**config.mk**
```make
export PLATFORM = sky130hd
export DESIGN_NAME = pad_attr_sequencer
export DESIGN_NICKNAME = d
export VERILOG_FILES = /design/src/rtl/pad_attr_sequencer.sv
export SDC_FILE = /design/constraint.sdc
export NUM_CORES = 1
export LEC_CHECK = 0
export ABC_AREA = 1
export CAP_MARGIN = 10
export CORE_ASPECT_RATIO = 0.9
export CORE_MARGIN = 2
export CORE_UTILIZATION = 59
export DETAILED_ROUTE_END_ITERATION = 16
export DONT_BUFFER_PORTS = 1
export PLACE_DENSITY = 0.85
export SKIP_CTS_REPAIR_TIMING = 1
export SYNTH_ARGS = -nofsm -noshare
export SYNTH_HDL_FRONTEND = slang
export SYNTH_SLANG_ARGS = --single-unit
```
**constraint.sdc**
```tcl
create_clock -name clk_i -period 3.2 [get_ports clk_i]
set_input_delay 0.8 -clock clk_i [delete_from_list [all_inputs] [get_ports clk_i]]
set_output_delay 0.8 -clock clk_i [all_outputs]
set_load 0.005 [all_outputs]
```
**src/rtl/pad_attr_sequencer.sv**
```systemverilog
// Pad attribute sequencer: accepts attribute-update requests over valid/ready,
// writes a per-pad attribute bank one pad per cycle, then holds off new
// requests for a programmable settle window.
module pad_attr_sequencer #(
  parameter int unsigned          NUM_PADS      = 8,
  parameter int unsigned          PADATTR       = 16,
  parameter int unsigned          SETTLE_CYCLES = 4,
  parameter logic [PADATTR-1:0]   RESET_ATTR    = '0,
  parameter int unsigned          IDXW          = $clog2(NUM_PADS)
) (
  input  logic                        clk_i,
  input  logic                        rst_ni,
  input  logic                        req_valid_i,
  output logic                        req_ready_o,
  input  logic [IDXW-1:0]             req_idx_i,
  input  logic [PADATTR-1:0]          req_attr_i,
  input  logic                        req_bcast_i,
  output logic [NUM_PADS*PADATTR-1:0] pad_attributes_o,
  output logic                        busy_o,
  output logic                        done_o,
  output logic                        err_o
);

  // One counter serves both the broadcast pad walk and the settle countdown.
  localparam int unsigned CNT_MAX = (NUM_PADS > SETTLE_CYCLES) ? NUM_PADS : SETTLE_CYCLES;
  localparam int unsigned CNTW    = $clog2(CNT_MAX + 1);

  typedef enum logic [1:0] {StIdle, StApply, StSettle} state_e;

  state_e                             state_q;
  logic [CNTW-1:0]                    cnt_q;
  logic [IDXW-1:0]                    idx_q;
  logic [PADATTR-1:0]                 attr_q;
  logic                               bcast_q;
  logic                               ready_q;
  logic                               busy_q;
  logic                               done_q;
  logic                               err_q;
  logic [NUM_PADS-1:0][PADATTR-1:0]   bank_q;
  logic [IDXW-1:0]                    widx;
  logic                               idx_bad;

  // Out-of-range indices can only occur when NUM_PADS is not a power of two.
  if (NUM_PADS == (1 << IDXW)) begin : g_pow2
    assign idx_bad = 1'b0;
  end else begin : g_npow2
    assign idx_bad = (32'(req_idx_i) >= NUM_PADS);
  end

  assign widx = bcast_q ? cnt_q[IDXW-1:0] : idx_q;

  // Sequencer FSM, bank writes and registered status outputs.
  always_ff @(posedge clk_i or negedge rst_ni) begin
    if (!rst_ni) begin
      state_q <= StIdle;
      cnt_q   <= '0;
      idx_q   <= '0;
      attr_q  <= '0;
      bcast_q <= 1'b0;
      ready_q <= 1'b1;
      busy_q  <= 1'b0;
      done_q  <= 1'b0;
      err_q   <= 1'b0;
      bank_q  <= {NUM_PADS{RESET_ATTR}};
    end else begin
      done_q <= 1'b0;
      err_q  <= 1'b0;
      unique case (state_q)
        StIdle: begin
          if (req_valid_i) begin
            if (!req_bcast_i && idx_bad) begin
              err_q <= 1'b1;
            end else begin
              state_q <= StApply;
              ready_q <= 1'b0;
              busy_q  <= 1'b1;
              cnt_q   <= '0;
              idx_q   <= req_idx_i;
              attr_q  <= req_attr_i;
              bcast_q <= req_bcast_i;
            end
          end
        end
        StApply: begin
          bank_q[widx] <= attr_q;
          if (!bcast_q || (cnt_q == CNTW'(NUM_PADS - 1))) begin
            if (SETTLE_CYCLES == 0) begin
              state_q <= StIdle;
              ready_q <= 1'b1;
              busy_q  <= 1'b0;
              done_q  <= 1'b1;
              cnt_q   <= '0;
            end else begin
              state_q <= StSettle;
              cnt_q   <= CNTW'(SETTLE_CYCLES - 1);
            end
          end else begin
            cnt_q <= cnt_q + CNTW'(1);
          end
        end
        StSettle: begin
          if (cnt_q == '0) begin
            state_q <= StIdle;
            ready_q <= 1'b1;
            busy_q  <= 1'b0;
            done_q  <= 1'b1;
          end else begin
            cnt_q <= cnt_q - CNTW'(1);
          end
        end
        default: begin
          state_q <= StIdle;
          ready_q <= 1'b1;
          busy_q  <= 1'b0;
        end
      endcase
    end
  end

  assign req_ready_o      = ready_q;
  assign busy_o           = busy_q;
  assign done_o           = done_q;
  assign err_o            = err_q;
  assign pad_attributes_o = bank_q;

endmodule

```
; Word-level counts from Yosys, hierarchy flattened
; Cells that the tools add are included.
[op_classes]
n_eq_ne = 7
bitwise_logic = 1
n_addsub = 2
reduce_logical = 10
muxes = 20
n_lt_le_gt_ge = 2
[ops]
columns = cell, n
row1 = $bwmux W128, 1
row2 = $demux W16 S3, 1
row3 = $mux W16, 1
row4 = $mux W4, 3
row5 = $pmux W4 S3, 1
row6 = $reduce_and A3 Y1, 3
row7 = $ne A2 B2 Y1 const B, 4
row8 = $mux W1, 6
row9 = $mux W2, 3
row10 = $pmux W1 S3, 2
row11 = $pmux W2 S3, 1
row12 = $add A4 B1 Y4 const B, 1
row13 = $eq A4 B3 Y1 const B, 1
row14 = $logic_not A4 Y1, 1
row15 = $lt A3 B4 Y1 const B, 1
row16 = $sub A4 B1 Y4 const B, 1
row17 = $ge A3 B1 Y1 const B, 1
row18 = $mux W3, 1
row19 = $reduce_bool A3 Y1, 1
row20 = $eq A2 B1 Y1 const B, 1
row21 = $eq A2 B2 Y1 const B, 1
row22 = $logic_not A2 Y1, 1
row23 = $reduce_and A2 Y1, 1
row24 = $logic_and A1 B1 Y1, 1
row25 = 3 further kinds, 3
[word_totals]
input_bits = 23
register_bits = 157
wordCells = 58

; Logic depth before layout (Yosys ltp)
[depth]
word_depth = 6
depth_mapped = 9
ltp_nobuf = 8

; Least setup slack after synthesis
; Ideal clock, no wire load.
[synth_timing]
path_type = input to register
start = in req_valid_i
end = reg cnt_q[2]
required_time_ns = 3.083
slack_ns = 1.653
arrival_time_ns = 1.431
cell_stages = 5
path_cell_list = or2_2 -> nand3_1 -> nor2_1 -> nand2_1 -> nand2_1
[synth_between]
elab_chain_len = 2
[synth_lines]
columns = element, line
row1 = start: declaration, 13  ; input logic req_valid_i,
row2 = $ne A2 B2 Y1 (no line), --
row3 = $reduce_and A3 Y1 (no line), --
row4 = end signal: assignment, 95  ; cnt_q <= CNTW'(SETTLE_CYCLES - 1);
row5 = end signal: assignment, 98  ; cnt_q <= cnt_q + CNTW'(1);
row6 = end signal: assignment, 108  ; cnt_q <= cnt_q - CNTW'(1);
row7 = end: declaration, 31  ; logic [CNTW-1:0] cnt_q;
; Every way passes these cells.
; A chain may end at the register's enable or synchronous reset.

; Worst setup path after layout
[layout_timing]
start = reg state_q[1]
end = reg bank_q (netlist bit pad_attributes_o[46])
[layout_between]
elab_chain_len = 1
[layout_lines]
columns = element, line
row1 = start: declaration, 30  ; state_e state_q;
row2 = start signal: assignment, 55  ; state_q <= StIdle;
row3 = start signal: assignment, 74  ; state_q <= StApply;
row4 = start signal: assignment, 88  ; state_q <= StIdle;
row5 = $eq A2 B1 Y1, 68  ; unique case (state_q)
row6 = end signal: assignment, 64  ; bank_q <= {NUM_PADS{RESET_ATTR}};
row7 = end signal: indexed assignment, 85  ; bank_q[widx] <= attr_q;
row8 = end: declaration, 39  ; logic [NUM_PADS-1:0][PADATTR-1:0] bank_q;
; Every way passes these cells.

==> impl_results.md <==
* Crit start category: flip-flop
* Core Region at 0.009699 mm2
* Total die area at 0.01085 mm2
* Nature of the critical path endpoint: flip-flop
* Routed Antenna Nets at 0
* Number of flops mapped to enable cells by yosys at 0
* Clk pin slew, worst setup/hold paths at 70 ps
* Num CTS Buffers at 17
* Max Fclk at 459.4 MHz
* Worst-Margin Slew at 907.0 ps
* R2R Path Start: state_q[1]
* Period utilization at 0.6802
* IO Port Bufs at 0
* Failing checks: hold timing
* Static leakage at 3.229 nW
* Row cnt at 34
* Commonest non-fill, non-tap cell in the layout: nand2_1
* Share of async-settable or async-resettable flops after synthesis at 1.000
* Max-cap violation count at 0
* Drt pass-1 iters at 6
* Reg2reg setup slack at 1020 ps
* Die H at 99.03 um
* Syn Nets at 626
* Critical path type: flip-flop to flip-flop
* Area after DPL at 0.005943 mm2
* Final-report setup violation count at 0
* Reg2reg path depth at 6
* # diodes at 0
* Drt first-iter violations at 337
* Hold Crit Class: input port to async pin
* Drt wl/cell at 20.68 um
* Relative slew slack at 0.3939
* Total vias in the final route at 4217
* Critical Path RT at 3600 ps
* Synth Register Bits at 157
* Residual DRC count at 0
* Max FO, Critical Path at 32
* Warnings from Yosys at 0
* Status: complete, but fails checks
* PD cells at 1155 mW/mm2
* Fin Setup TNS at 0 ps
* Max Slew Vio Count at 0
* CTS root buf: clkbuf_8
* First-pass GRT wire length at 22.63 mm
* Min Hold Slack at -23.03 ps
* Via density at 5.809
* Largest net degree at the start of global routing at 158
* CTS tree: yes
* Vias in the first global route at 4156
* Htree depth at 4
* Die width at 109.6 um
* # IOs at 155
* Most used DFF post-synth: dfrtp_1
* Reg2Reg Capture Point: pad_attributes_o[46]
* RSZ-0062 raised after global routing: false
* Maximum VDD drop at 0.0006502 V
* Total Nets Final at 617
* Clk_skew at 11.39 ps
* Routability cong. at 0.8959
* Synthesis-to-layout area growth at 10.31%
* Mapped Cells at 596
* Routed WL at 15.01 mm
* Cell area after layout at 0.006530 mm2
* Commonest cells after routing, fill and taps aside: nand2_1, dfrtp_1, o21ai_0
* All-Layer GR Usage at 0.2881
* Synthesized area at 0.005919 mm2
* GRT Residual Overflow at 0
* Yosys cell types at 22
* Clk_lat worst skew at 510 ps
* Bufs on Longest Clock Path at 2
* Register area share after synthesis at 0.6639
* Sink Count at 157
* DP Wirelength at 9.601 mm
* Share of cells above drive strength 1 at 0.06667
* Mean area per synthesized cell at 9.932 um2
* Initial antenna violation count at 0
* Final Hold Vio Count at 32
* Starting Density at 0.6103
* Fin crit period at 2177 ps
* Fill cells at 710
* CP Data Arrival Time at 2580 ps
==> kinds of logic (layout without fill, tap and decap cells) <==
group	Yosys count	in the layout	synth area share
compound gates	155	155	0.1317
xor+xnor	1	1	0.001480
mux	3	3	0.005707
buf+inv	59	63	0.04291
other cells	1	1	0.0006335
flops	157	157	0.6639
simple gates	213	213	0.1389
fa+ha+maj	7	7	0.01480
==> critical path, cell delays in order (launching register included) <==
cell	delay (ps)
dfrtp_1	400
inv_1	130
ha_1	220
inv_1	120
nor2_2	190
nand2_1	560
o21ai_0	450
==> area by class of cell <==
cell class,instances,area (um2),area share
multi-input cells,380,1735,0.2658
clock inverters,9,110.1,0.01686
clock buffers,23,476.7,0.07300
flip-flops and latches,157,3930,0.6018
repair buffers,1,7.507,0.001150
well taps,126,157.7,0.02414
inverters,30,112.6,0.01724
==> stage by stage <==
stage | utilization | hold WS [ps] | setup slack (ps) | power (W) | std cells
after floorplan | - | 476.3 | 1653 | 0.004793 | 596
after global placement | 0.6127 | 492.7 | 1239 | 0.005394 | 694
after detailed placement | 0.6127 | 504.0 | 1077 | 0.005586 | 694
after CTS | 0.6732 | -44.93 | 1035 | 0.007566 | 726
after global routing | 0.6732 | -50.77 | 755.0 | 0.008044 | 726
final | 0.6732 | -23.03 | 1023 | 0.007543 | 726
==> cells in the mapped netlist (2+ instances only) <==
master | instances | area, um2
nand2_1 | 175 | 656.9
dfrtp_1 | 156 | 3904
o21ai_0 | 136 | 680.7
inv_1 | 29 | 108.9
nor2_1 | 25 | 93.84
a21oi_1 | 17 | 85.08
buf_2 | 16 | 80.08
nand3_1 | 8 | 40.04
clkbuf_1 | 7 | 26.28
ha_1 | 7 | 87.58
clkbuf_2 | 4 | 20.02
mux2_2 | 3 | 33.78
buf_4 | 2 | 15.01
nand4_1 | 2 | 12.51
or2_2 | 2 | 12.51
==> worst max path at each step <==
stage	depth (start not counted)	from	endpoint	slack (ps)
final	6	state_q[1]	pad_attributes_o[46]	1020
after global routing	6	state_q[1]	pad_attributes_o[105]	750
after detailed placement	6	state_q[1]	pad_attributes_o[46]	1080
after CTS	6	state_q[1]	pad_attributes_o[46]	1030
after global placement	7	state_q[1]	pad_attributes_o[25]	1240
after floorplan	5	req_valid_i	cnt_q[2]	1650
==> registers in the layout, summed over array words and instances, names as in the netlist <==
name and flops:
attr_q 16, bcast_q 1, busy_o 1, cnt_q 4, done_o 1, idx_q 3
pad_attributes_o 128, req_ready_o 1, state_q 2
==> where the power goes <==
group | total [W] | switching [W] | internal, W
clock network | 0.00196 | 0.000764 | 0.00119
registers | 0.00365 | 0.000745 | 0.00290
logic | 0.00194 | 0.00138 | 0.000564
total | 0.00754 | 0.00288 | 0.00466
==> layer usage <==
metal | vias to the layer above | part of all wire | global-route usage
met5 | - | 0 | 0
met4 | 0 | 0.020 | 0.09834
met3 | 22 | 0.12 | 0.1118
met2 | 221 | 0.46 | 0.4278
met1 | 2066 | 0.40 | 0.3921
li1 | 1908 | - | -
(Power assumes the default switching activity.)
